### config.mk
export PLATFORM = sky130hd
export DESIGN_NAME = arb_mux_flat
export DESIGN_NICKNAME = d
export VERILOG_FILES = /design/src/rtl/arb_mux_if.sv /design/src/rtl/arb_mux.sv /design/src/flat_wrapper.sv
export SDC_FILE = /design/constraint.sdc
export NUM_CORES = 1
export LEC_CHECK = 0
export CAP_MARGIN = 20
export CORE_ASPECT_RATIO = 0.7
export CORE_UTILIZATION = 38
export CTS_BUF_LIST = sky130_fd_sc_hd__clkbuf_16
export CTS_CLUSTER_DIAMETER = 80
export DETAILED_ROUTE_END_ITERATION = 6
export GPL_ROUTABILITY_DRIVEN = 0
export PLACE_DENSITY = 0.87
export SYNTH_ARGS = -nofsm -noshare
export SYNTH_HDL_FRONTEND = slang
export SYNTH_SLANG_ARGS = --single-unit
### constraint.sdc
create_clock -name clk -period 3.2 [get_ports clk]
set_input_delay 0.64 -clock clk [delete_from_list [all_inputs] [get_ports clk]]
set_output_delay 0.64 -clock clk [all_outputs]
set_load 0.05 [all_outputs]
### src/rtl/arb_mux_if.sv
// Channel-side and output-side handshake bundle for arb_mux.
// slave = the arbiter, master = whatever drives requests and consumes the output.
interface arb_mux_if #(
    parameter int unsigned WIDTH = 32,
    parameter int unsigned N     = 4
);
    localparam int unsigned CW = (N > 2) ? $clog2(N) : 1;

    logic [N-1:0]       in_valid;
    logic [N*WIDTH-1:0] in_data;
    logic [N-1:0]       in_ready;
    logic               out_valid;
    logic [WIDTH-1:0]   out_data;
    logic [CW-1:0]      out_chan;
    logic               out_ready;

    modport master (
        output in_valid, in_data, out_ready,
        input  in_ready, out_valid, out_data, out_chan
    );

    modport slave (
        input  in_valid, in_data, out_ready,
        output in_ready, out_valid, out_data, out_chan
    );
endinterface

### src/rtl/arb_mux.sv
// N-channel arbitrating mux with a single registered output stage.
// Round-robin (RR=1) or fixed lowest-index priority (RR=0).
module arb_mux #(
    parameter int unsigned WIDTH = 32,
    parameter int unsigned N     = 4,
    parameter int unsigned RR    = 1
) (
    input  logic       clk,
    input  logic       rst,
    arb_mux_if.slave   bus
);
    localparam int unsigned CW = (N > 2) ? $clog2(N) : 1;

    logic [CW-1:0]    ptr_q, ptr_d;
    logic             ov_q, ov_d;
    logic [WIDTH-1:0] od_q, od_d;
    logic [CW-1:0]    oc_q, oc_d;

    logic             load;
    logic             any_valid;
    logic [CW-1:0]    grant;
    logic [CW-1:0]    base;
    logic [N-1:0]     ready;
    int unsigned      idx;

    assign load = !ov_q || bus.out_ready;

    // Wrap-around search starting at the pointer; first requester found wins.
    always_comb begin
        base      = (RR != 0) ? ptr_q : '0;
        grant     = '0;
        any_valid = 1'b0;
        idx       = 0;
        for (int unsigned k = 0; k < N; k++) begin
            idx = 32'(base) + k;
            if (idx >= N) begin
                idx = idx - N;
            end
            if (!any_valid && bus.in_valid[idx[CW-1:0]]) begin
                any_valid = 1'b1;
                grant     = idx[CW-1:0];
            end
        end
    end

    always_comb begin
        ready = '0;
        if (!rst && load && any_valid) begin
            ready[grant] = 1'b1;
        end
    end

    always_comb begin
        ptr_d = ptr_q;
        ov_d  = ov_q;
        od_d  = od_q;
        oc_d  = oc_q;
        if (load) begin
            ov_d = any_valid;
            if (any_valid) begin
                od_d = bus.in_data[32'(grant)*WIDTH +: WIDTH];
                oc_d = grant;
                if (RR != 0) begin
                    ptr_d = (grant == CW'(N - 1)) ? '0 : grant + CW'(1);
                end
            end
        end
    end

    always_ff @(posedge clk) begin
        if (rst) begin
            ptr_q <= '0;
            ov_q  <= 1'b0;
            od_q  <= '0;
            oc_q  <= '0;
        end else begin
            ptr_q <= ptr_d;
            ov_q  <= ov_d;
            od_q  <= od_d;
            oc_q  <= oc_d;
        end
    end

    assign bus.in_ready  = ready;
    assign bus.out_valid = ov_q;
    assign bus.out_data  = od_q;
    assign bus.out_chan  = oc_q;
endmodule
### src/flat_wrapper.sv
// flat-port wrapper written by rule: the top's interface ports become plain ports
module arb_mux_flat 
#(
    parameter int unsigned WIDTH = 32,
    parameter int unsigned N     = 4,
    parameter int unsigned RR    = 1
)
  (clk, rst, bus_in_valid, bus_in_data, bus_out_ready, bus_in_ready, bus_out_valid, bus_out_data, bus_out_chan);
  arb_mux_if #(.WIDTH(WIDTH), .N(N)) bus_i ();
  input  logic clk;
  input  logic rst;
  input wire logic [$bits(bus_i.in_valid)-1:0] bus_in_valid;
  input wire logic [$bits(bus_i.in_data)-1:0] bus_in_data;
  input wire logic [$bits(bus_i.out_ready)-1:0] bus_out_ready;
  output wire logic [$bits(bus_i.in_ready)-1:0] bus_in_ready;
  output wire logic [$bits(bus_i.out_valid)-1:0] bus_out_valid;
  output wire logic [$bits(bus_i.out_data)-1:0] bus_out_data;
  output wire logic [$bits(bus_i.out_chan)-1:0] bus_out_chan;
  assign bus_i.in_valid = bus_in_valid;
  assign bus_i.in_data = bus_in_data;
  assign bus_i.out_ready = bus_out_ready;
  assign bus_in_ready = bus_i.in_ready;
  assign bus_out_valid = bus_i.out_valid;
  assign bus_out_data = bus_i.out_data;
  assign bus_out_chan = bus_i.out_chan;
  arb_mux #(.WIDTH(WIDTH), .N(N), .RR(RR)) u_core (.clk(clk), .rst(rst), .bus(bus_i));
endmodule
# Word level (Yosys, flattened, before mapping)
# Cells that the tools add are included.
[op_classes] n_lt_le_gt_ge=10 muxes=24 n_reduce_logical=13 shift=1 add_sub_neg=8 n_eq_ne=1
[op_table] op="128-bit by 8-bit indexed part select with 32-bit output" count=1
[op_table] op="2-bit 2-to-1 mux" count=9
[op_table] op="2-bit by 3-bit less-than comparator with 1-bit output, second input constant" count=5
[op_table] op="3-bit >= comparator, second input constant" count=3
[op_table] op="1-bit 2-to-1 mux" count=9
[op_table] op="1-bit binary-select mux with 2-bit select" count=4
[op_table] op="2-bit by 1-bit subtractor with 2-bit output, second input constant" count=4
[op_table] op="2-bit by 2-bit adder with 3-bit output, second input constant" count=2
[op_table] op="1-bit logical AND" count=6
[op_table] op="1-bit zero test" count=5
[op_table] op="4-bit 2-to-1 mux" count=1
[op_table] op="2-bit by 1-bit adder with 3-bit output, second input constant" count=1
[op_table] op="2-bit by 3-bit >= comparator with 1-bit output, second input constant" count=1
[op_table] op="2-bit by 1-bit adder with 2-bit output, second input constant" count=1
[op_table] op="1-bit demux with 2-bit select" count=1
[op_table] op="2-bit equality test, second input constant" count=1
[op_table] op="2-bit by 1-bit >= comparator with 1-bit output, second input constant" count=1
[op_table] op="2-bit AND reduction" count=1
[op_table] op="1-bit logical OR" count=1
[totals] input_bits=135 register_bits=37

# Depth between registers and ports, before layout
# Gate-level depths: netlist (run 1).
[depth] ltp_word=19 depth_mapped=8 ltp_nobuf=5

# Least setup slack after synthesis (run 1)
# No wires, ideal clock.
[synth_path] kind="input-to-output" from="in bus_in_valid[2]" to="out bus_in_ready[0]" cell_stages=6 t_arrival_ns=3.047 slack_ns=-0.487 required_time_ns=2.560 cell_sequence="inv_1 > o32a_1 > o21ai_2 > buf_6 > buf_8 > nor4b_1"
[synth_via] elab_chain_len=17 elab_cells_between_ends=29 cone_classes="order compare (2); mux (19); reduce/logical (8)"
[synth_rtl] item="start: declaration" line="flat_wrapper.sv:12" source="input wire logic [$bits(bus_i.in_valid)-1:0] bus_in_valid;"
[synth_rtl] item="1-bit binary-select mux with 2-bit select" line="arb_mux.sv:39" source="if (!any_valid && bus.in_valid[idx[CW-1:0]]) begin"
[synth_rtl] item="1-bit 2-to-1 mux (not written as such)" line="arb_mux.sv:39"
[synth_rtl] item="1-bit 2-to-1 mux" line="arb_mux.sv:39"
[synth_rtl] item="1-bit zero test" line="arb_mux.sv:39"
[synth_rtl] item="1-bit logical AND" line="arb_mux.sv:39"
[synth_rtl] item="1-bit 2-to-1 mux" line="arb_mux.sv:39"
[synth_rtl] item="1-bit zero test" line="arb_mux.sv:39"
[synth_rtl] item="1-bit logical AND" line="arb_mux.sv:39"
[synth_rtl] item="1-bit 2-to-1 mux" line="arb_mux.sv:39"
[synth_rtl] item="1-bit zero test" line="arb_mux.sv:39"
[synth_rtl] item="1-bit logical AND" line="arb_mux.sv:39"
[synth_rtl] item="2-bit 2-to-1 mux" line="arb_mux.sv:39"
[synth_rtl] item="2-bit by 3-bit less-than comparator with 1-bit output (not written as such) or 2-bit by 1-bit >= comparator with 1-bit output (tied branches)" line="arb_mux.sv:49" source="ready[grant] = 1'b1;"
[synth_rtl] item="1-bit logical AND (not written as such)" line="arb_mux.sv:49"
[synth_rtl] item="1-bit 2-to-1 mux (not written as such)" line="arb_mux.sv:49"
[synth_rtl] item="1-bit demux with 2-bit select"
[synth_rtl] item="4-bit 2-to-1 mux *" line="arb_mux.sv:48" source="if (!rst && load && any_valid) begin"
[synth_rtl] item="end: declaration" line="flat_wrapper.sv:15" source="output wire logic [$bits(bus_i.in_ready)-1:0] bus_in_ready;"
# Every way passes the cells marked *; elsewhere a longest branch is shown, timed or not. The select of a mux whose other input is x is not followed.

# Worst setup path in the final report (run 1)
[layout_path] from="in bus_in_valid[1]" to="out bus_in_ready[1]"
# Same word-level chain as after synthesis.

==> results of run 1 <==
[worst max-delay path by stage]
stage                                from         endpoint  depth (start not counted)
after floorplan           bus_in_valid[1]  bus_in_ready[3]                          6
after global placement    bus_in_valid[1]  bus_in_ready[3]                          7
after detailed placement  bus_in_valid[1]  bus_in_ready[3]                          7
after CTS                 bus_in_valid[1]  bus_in_ready[3]                          7
after global routing      bus_in_valid[1]  bus_in_ready[1]                          7
final                     bus_in_valid[1]  bus_in_ready[1]                          7
[logic make-up (layout without fill, tap and decap cells)]
kind of cell | Yosys count | after routing | synth area share
AOI/OAI and AO/OA | 79 | 79 | 0.330
muxes | 65 | 65 | 0.267
DFF | 37 | 37 | 0.304
buffers and inverters | 24 | 191 | 0.0646
and+or+nand+nor | 12 | 12 | 0.0298
adders and majority gates | 1 | 1 | 0.00513
[flip-flops by register name, indices dropped and copies added, names as in the netlist]
name / count
u_core.bus.out_chan: 2
u_core.bus.out_valid: 1
u_core.bus.out_data: 32
u_core.base: 2
[cells in the final DEF, fill, tap and decap left out, drive strengths merged, types with 2 or more instances in the layout]
cell type,n
a21oi,7
nand2,2
a21o,2
clkbuf,5
o21bai,32
clkdlybuf4s50,169
mux2i,65
buf,12
nor3b,2
a221oi,32
dfxtp,37
inv,4
nor2,3
[report_power, final]
part | leakage (µW) | switching (µW) | internal, µW
sequential | 0.000309 | 38.8 | 526
combinational | 0.00149 | 530 | 448
clock | 0.0000685 | 173 | 278
total | 0.00187 | 741 | 1250
[synth_stat cells, drive strengths merged (2+ instances only)]
master,instances
buf,14
clkbuf,7
a21o,2
mux2i,65
a21oi,7
nor2,3
o21bai,32
nor3b,2
nand2,2
inv,3
a221oi,32
dfxtp,37
[worst reg2reg max path, cell delays in order (launching register included)]
cell and delay [ns]:
dfxtp_1 0.47, a21boi_1 0.11, o32a_1 0.21, o21ai_4 0.09, buf_4 0.59, mux2i_1 0.27, a221oi_2 0.30
[area by class of cell]
cell class / count / area (µm²) / area share
clock buffer: 5 / 125 / 0.0283
timing repair buffer: 181 / 1860 / 0.420
sequential: 37 / 741 / 0.168
multi-input combinational: 157 / 1580 / 0.357
clock inverter: 2 / 7.51 / 0.00170
inverter: 3 / 11.3 / 0.00255
tap: 78 / 97.6 / 0.0221
[per-stage QoR]
stage | util | hold WS [ns] | cell area (µm²)
after floorplan | - | 0.596 | 2450
after global routing | 0.711 | 0.492 | 4420
after detailed placement | 0.682 | 0.465 | 4240
after global placement | 0.682 | 0.448 | 4240
final | 0.711 | 0.471 | 4420
after CTS | 0.704 | 0.473 | 4370
[what timing repair did]
action,CTS,global route
buffers inserted,0,0
resized for setup,0,1
endpoints found under the hold margin,0,0
endpoints found under the setup margin,0,1
hold buffers,0,0
[metal layers]
layer  GRT usage  part of all wire
met2       0.422              0.48
met4      0.0421            0.0073
met5           0                 0
met1       0.285              0.42
met3      0.0669             0.095
==> impl_metrics.py, run 1 <==
metrics = {
    "outcome": {
        "status": "finished with violations",
        "violations": "DRC",
    },
    "drt": {
        "routed_via_density": 5.30,
        "antenna_left": 0,
        "dr.pass1.iters": 7,
        "wl_per_cell_um": 17.1,
        "dr.first_iter.drc_count": 74,
        "route.detailed.drc": 24,
        "vias": 2453,
        "finalWirelength_um": 7900,
    },
    "critical_path": {
        "path_class": "in2out",
        "ff2ff_setup_slack_ns": 1.08,
        "cp-end-kind": "primary output",
        "start_kind": "primary input",
        "worstPathMaxFanout": 5,
        "path_cells": "clkdlybuf4s50_1 -> a21boi_1 -> o32a_1 -> o21ai_4 -> nand2b_1 -> nor3_1 -> buf_12",
        "cpPeakStageDelay_ns": 0.56,
        "worstRegToRegCells": 6,
        "cpMaxStageDelayCell": "clkdlybuf4s50_1",
        "path_buf_inv": 2,
        "critical_path.top_delay_family": "buffers and inverters",
        "r2r-start": "u_core.base[1]$_SDFFE_PP0P_",
        "cp_data_required_time_ns": 2.56,
        "r2r-end": "u_core.bus.out_data[23]$_SDFFE_PP0P_",
        "crit_arrival_ns": 2.42,
    },
    "floorplan": {
        "core_area_um2": 6220,
        "die-area_um2": 6750,
        "die_w_um": 97.7,
        "die_y_um": 69.0,
        "fp-row-count": 24,
        "io_pins": 174,
        "initial_core_util": 0.392,
    },
    "timing": {
        "rsz0062_at_grt": "no",
        "max_freq_ghz": 0.327,
        "drv_slew": 0,
        "skew_ns": 0.00296,
        "fin_crit_ns": 3.06,
        "fin_tns_setup_ns": 0,
        "max_slew_margin": 0.532,
        "setup_slack_ns": 0.139,
        "fin_crit_sh": 0.957,
        "hold_violations": 0,
        "tightestPinTransition_ns": 0.702,
        "setup_viol": 0,
    },
    "synthesis": {
        "synth_area_leader_cell": "dfxtp_1",
        "synth.avg_cell_area_um2": 11.2,
        "synth_edf_count": 0,
        "ys_top_cells_by_area": "dfxtp_1 (30%), mux2i_1 (27%), a221oi_2 (17%)",
        "yosysSeqAreaShare": 0.304,
        "synth-seq-cells": 37,
        "yosys_most_used_dff": "dfxtp_1",
        "synth_cells": 218,
        "yosysWarnings": 0,
        "async_flop_share": 0,
        "netlist_area_um2": 2440,
        "syn_nets": 354,
        "netlist.area_leader.share": 0.304,
        "synth_cell_type_count": 29,
    },
    "cts": {
        "cts_buffer_depth": 2,
        "h-tree-depth": 2,
        "cts_tree": "done",
        "cts_root_buffer": "clkbuf_16",
        "insertion_delay_ns": 0.27,
        "cts.clk_slew.worst_paths_ns": 0.05,
        "cts_made_buffers": 5,
        "clock_sinks": 37,
    },
    "flow_run": {
        "cap_violations": 0,
    },
    "cells_and_area": {
        "final-instance-count-excl-fill": 463,
        "area_delta_synth_final_pct": 81.2,
        "diodes": 0,
        "nets": 521,
        "num-fill-cells": 470,
        "layout-drive-gt1-share": 0.140,
    },
    "placed_design": {
        "pre_cts_ws_ns": 0.125,
        "placedCellCount": 454,
        "numPortBuffers": 173,
        "dp_hpwl_um": 5890,
    },
    "grt": {
        "antenna_found_initial": 0,
        "grt_pass1_wl_um": 12700,
        "grt_pass1_vias": 2536,
        "grt_usage": 0.236,
        "grt_max_degree": 43,
        "grt-ovfl-total": 0,
    },
    "hold_path": {
        "hold_path_depth": 2,
        "worstHoldStart": "u_core.bus.out_chan[0]$_SDFFE_PP0P_",
        "hold_path_class": "reg2reg",
        "min_to": "u_core.bus.out_chan[0]$_SDFFE_PP0P_",
    },
    "power": {
        "leakagePower_uw": 0.00187,
        "p_per_area_nw_per_um2": 451,
        "vdd_ir_drop_max_mv": 0.274,
        "power.total_uw": 1990,
    },
}
Power figures use the tool's default switching activity.
==> run 2, diff against run 1 <==
--- a/config.mk
+++ b/config.mk
@@ -7,12 +7,12 @@
 export LEC_CHECK = 0
 export CAP_MARGIN = 20
 export CORE_ASPECT_RATIO = 0.7
-export CORE_UTILIZATION = 38
+export CORE_UTILIZATION = 35
 export CTS_BUF_LIST = sky130_fd_sc_hd__clkbuf_16
 export CTS_CLUSTER_DIAMETER = 80
 export DETAILED_ROUTE_END_ITERATION = 6
 export GPL_ROUTABILITY_DRIVEN = 0
-export PLACE_DENSITY = 0.87
+export PLACE_DENSITY = 0.81
 export SYNTH_ARGS = -nofsm -noshare
 export SYNTH_HDL_FRONTEND = slang
 export SYNTH_SLANG_ARGS = --single-unit
==> constraint.sdc (replaced) <==
create_clock -name clk -period 3.33 [get_ports clk]
set_input_delay 0.666 -clock clk [delete_from_list [all_inputs] [get_ports clk]]
set_output_delay 0.666 -clock clk [all_outputs]
set_load 0.05 [all_outputs]
==> run 2 against run 1 <==
The flow now finishes without violations. Via count shrank 0.65%. Hold slack lost 0.016 ns. Sequential power shrank 3.7%. Cell count grew 3.5%. Wire length shrank 1.1%. Critical endpoint is now bus_in_ready[3]. Global-route usage shrank 2.6 points. Clock skew grew 0.00070 ns. Cell area grew 0.34%.
==> impl_metrics.py, run 2 (same netlist as run 1, synthesis figures left out) <==
metrics = {
    "timing": {
        "drv_slew": 0,
        "max_slew_margin": 0.610,
        "rsz0062_at_grt": "no",
        "hold_violations": 0,
        "skew_ns": 0.00366,
        "fin_tns_setup_ns": 0,
        "setup_viol": 0,
        "tightestPinTransition_ns": 0.585,
        "max_freq_ghz": 0.317,
        "fin_crit_sh": 0.948,
        "setup_slack_ns": 0.174,
        "fin_crit_ns": 3.16,
    },
    "critical_path": {
        "path_buf_inv": 2,
        "path_class": "in2out",
        "crit_arrival_ns": 2.49,
        "cp-end-kind": "primary output",
        "cp_data_required_time_ns": 2.66,
        "critical_path.top_delay_family": "buffers and inverters",
        "path_cells": "clkdlybuf4s50_1 -> a21boi_1 -> o32a_1 -> o21ai_4 -> nand2b_1 -> nor3b_1 -> buf_12",
        "start_kind": "primary input",
        "cpPeakStageDelay_ns": 0.57,
        "ff2ff_setup_slack_ns": 1.27,
        "cpMaxStageDelayCell": "clkdlybuf4s50_1",
        "worstPathMaxFanout": 6,
    },
    "floorplan": {
        "die_w_um": 102,
        "die-area_um2": 7310,
        "fp-row-count": 25,
        "die_y_um": 71.8,
        "initial_core_util": 0.361,
        "core_area_um2": 6760,
        "io_pins": 174,
    },
    "drt": {
        "vias": 2437,
        "wl_per_cell_um": 16.3,
        "dr.pass1.iters": 4,
        "finalWirelength_um": 7820,
        "routed_via_density": 5.09,
        "route.detailed.drc": 0,
        "dr.first_iter.drc_count": 88,
        "antenna_left": 0,
    },
    "cells_and_area": {
        "layout_common_cells": "clkdlybuf4s50_1 (169), mux2i_1 (65), dfxtp_1 (37)",
        "final_cell_area_um2": 4430,
        "nets": 521,
        "layout.cells.most_common": "clkdlybuf4s50_1",
        "diodes": 0,
        "area_delta_synth_final_pct": 81.8,
        "layout-drive-gt1-share": 0.138,
        "largest_reg_flops": 32,
    },
    "cts": {
        "cts_resized": 0,
        "cts_root_buffer": "clkbuf_16",
        "cts.clk_slew.worst_paths_ns": 0.05,
        "postCtsSetupBuffers": 0,
        "hold_buffers": 0,
        "cts_tree": "done",
        "clock_sinks": 37,
        "insertion_delay_ns": 0.27,
        "cts_buffer_depth": 2,
        "cts_made_buffers": 5,
        "h-tree-depth": 2,
    },
    "power": {
        "p_per_area_nw_per_um2": 431,
        "leakagePower_uw": 0.00186,
        "vdd_ir_drop_max_mv": 0.217,
    },
    "grt": {
        "grt_pass1_wl_um": 12000,
        "antenna_found_initial": 0,
        "grt_max_degree": 35,
        "grt_pass1_vias": 2566,
        "grt-ovfl-total": 0,
        "grt_usage": 0.211,
    },
    "placed_design": {
        "dp_hpwl_um": 6040,
        "numPortBuffers": 173,
        "pre_cts_ws_ns": 0.159,
        "placed_area_um2": 4280,
    },
    "flow_run": {
        "cap_violations": 0,
    },
    "outcome": {
        "status": "finished, final reports clean",
    },
    "hold_path": {
        "hold_path_class": "reg2reg",
    },
}
run 2: through the flow:
stage	hold WS, ns	power, µW	std cells	utilization
floorplan	0.596	1140	218	-
global placement	0.452	1470	471	0.634
detailed placement	0.453	1490	471	0.634
CTS	0.458	1920	478	0.653
global route	0.498	2000	479	0.656
finish	0.455	1910	479	0.656
run 2: area by class of cell:
cell class,count,area (µm²)
Fill cell,567,2320
Multi-Input combinational cell,157,1570
Timing Repair Buffer,181,1860
Clock inverter,2,7.51
Clock buffer,5,125
Inverter,3,11.3
Tap cell,94,118
Sequential cell,37,741
run 2: tightest hold or removal path, delay by kind of cell (launching register included):
kind | cells | cell delay [ns]
compound gates | 1 | 0.05
flops | 1 | 0.30
simple gates | 1 | 0.05
run 2: path summary, 6_finish.rpt:
| path | startpoint | to | cells after the start |
|---|---|---|---|
| max | bus_in_valid[1] | bus_in_ready[3] | 7 |
| min | u_core.bus.out_chan[0]$_SDFFE_PP0P_ | u_core.bus.out_chan[0]$_SDFFE_PP0P_ | 2 |
| max reg2reg | u_core.base[1]$_SDFFE_PP0P_ | u_core.bus.out_data[4]$_SDFFE_PP0P_ | 6 |
| min reg2reg | u_core.bus.out_chan[0]$_SDFFE_PP0P_ | u_core.bus.out_chan[0]$_SDFFE_PP0P_ | 2 |
run 2: metal layers:
| metal | up-vias | wire length, µm | global-route usage | share of wire |
|---|---|---|---|---|
| li1 | 1197 | - | - | - |
| met1 | 1116 | 3190 | 0.240 | 0.41 |
| met2 | 111 | 3680 | 0.376 | 0.47 |
| met3 | 13 | 828 | 0.0712 | 0.11 |
| met4 | 0 | 116 | 0.0564 | 0.015 |
| met5 | - | 0 | 0 | 0 |
run 2: where the power goes:
group / internal [µW] / switching, µW
sequential: 506 / 37.8
clock: 267 / 162
combinational: 432 / 505
total: 1200 / 705
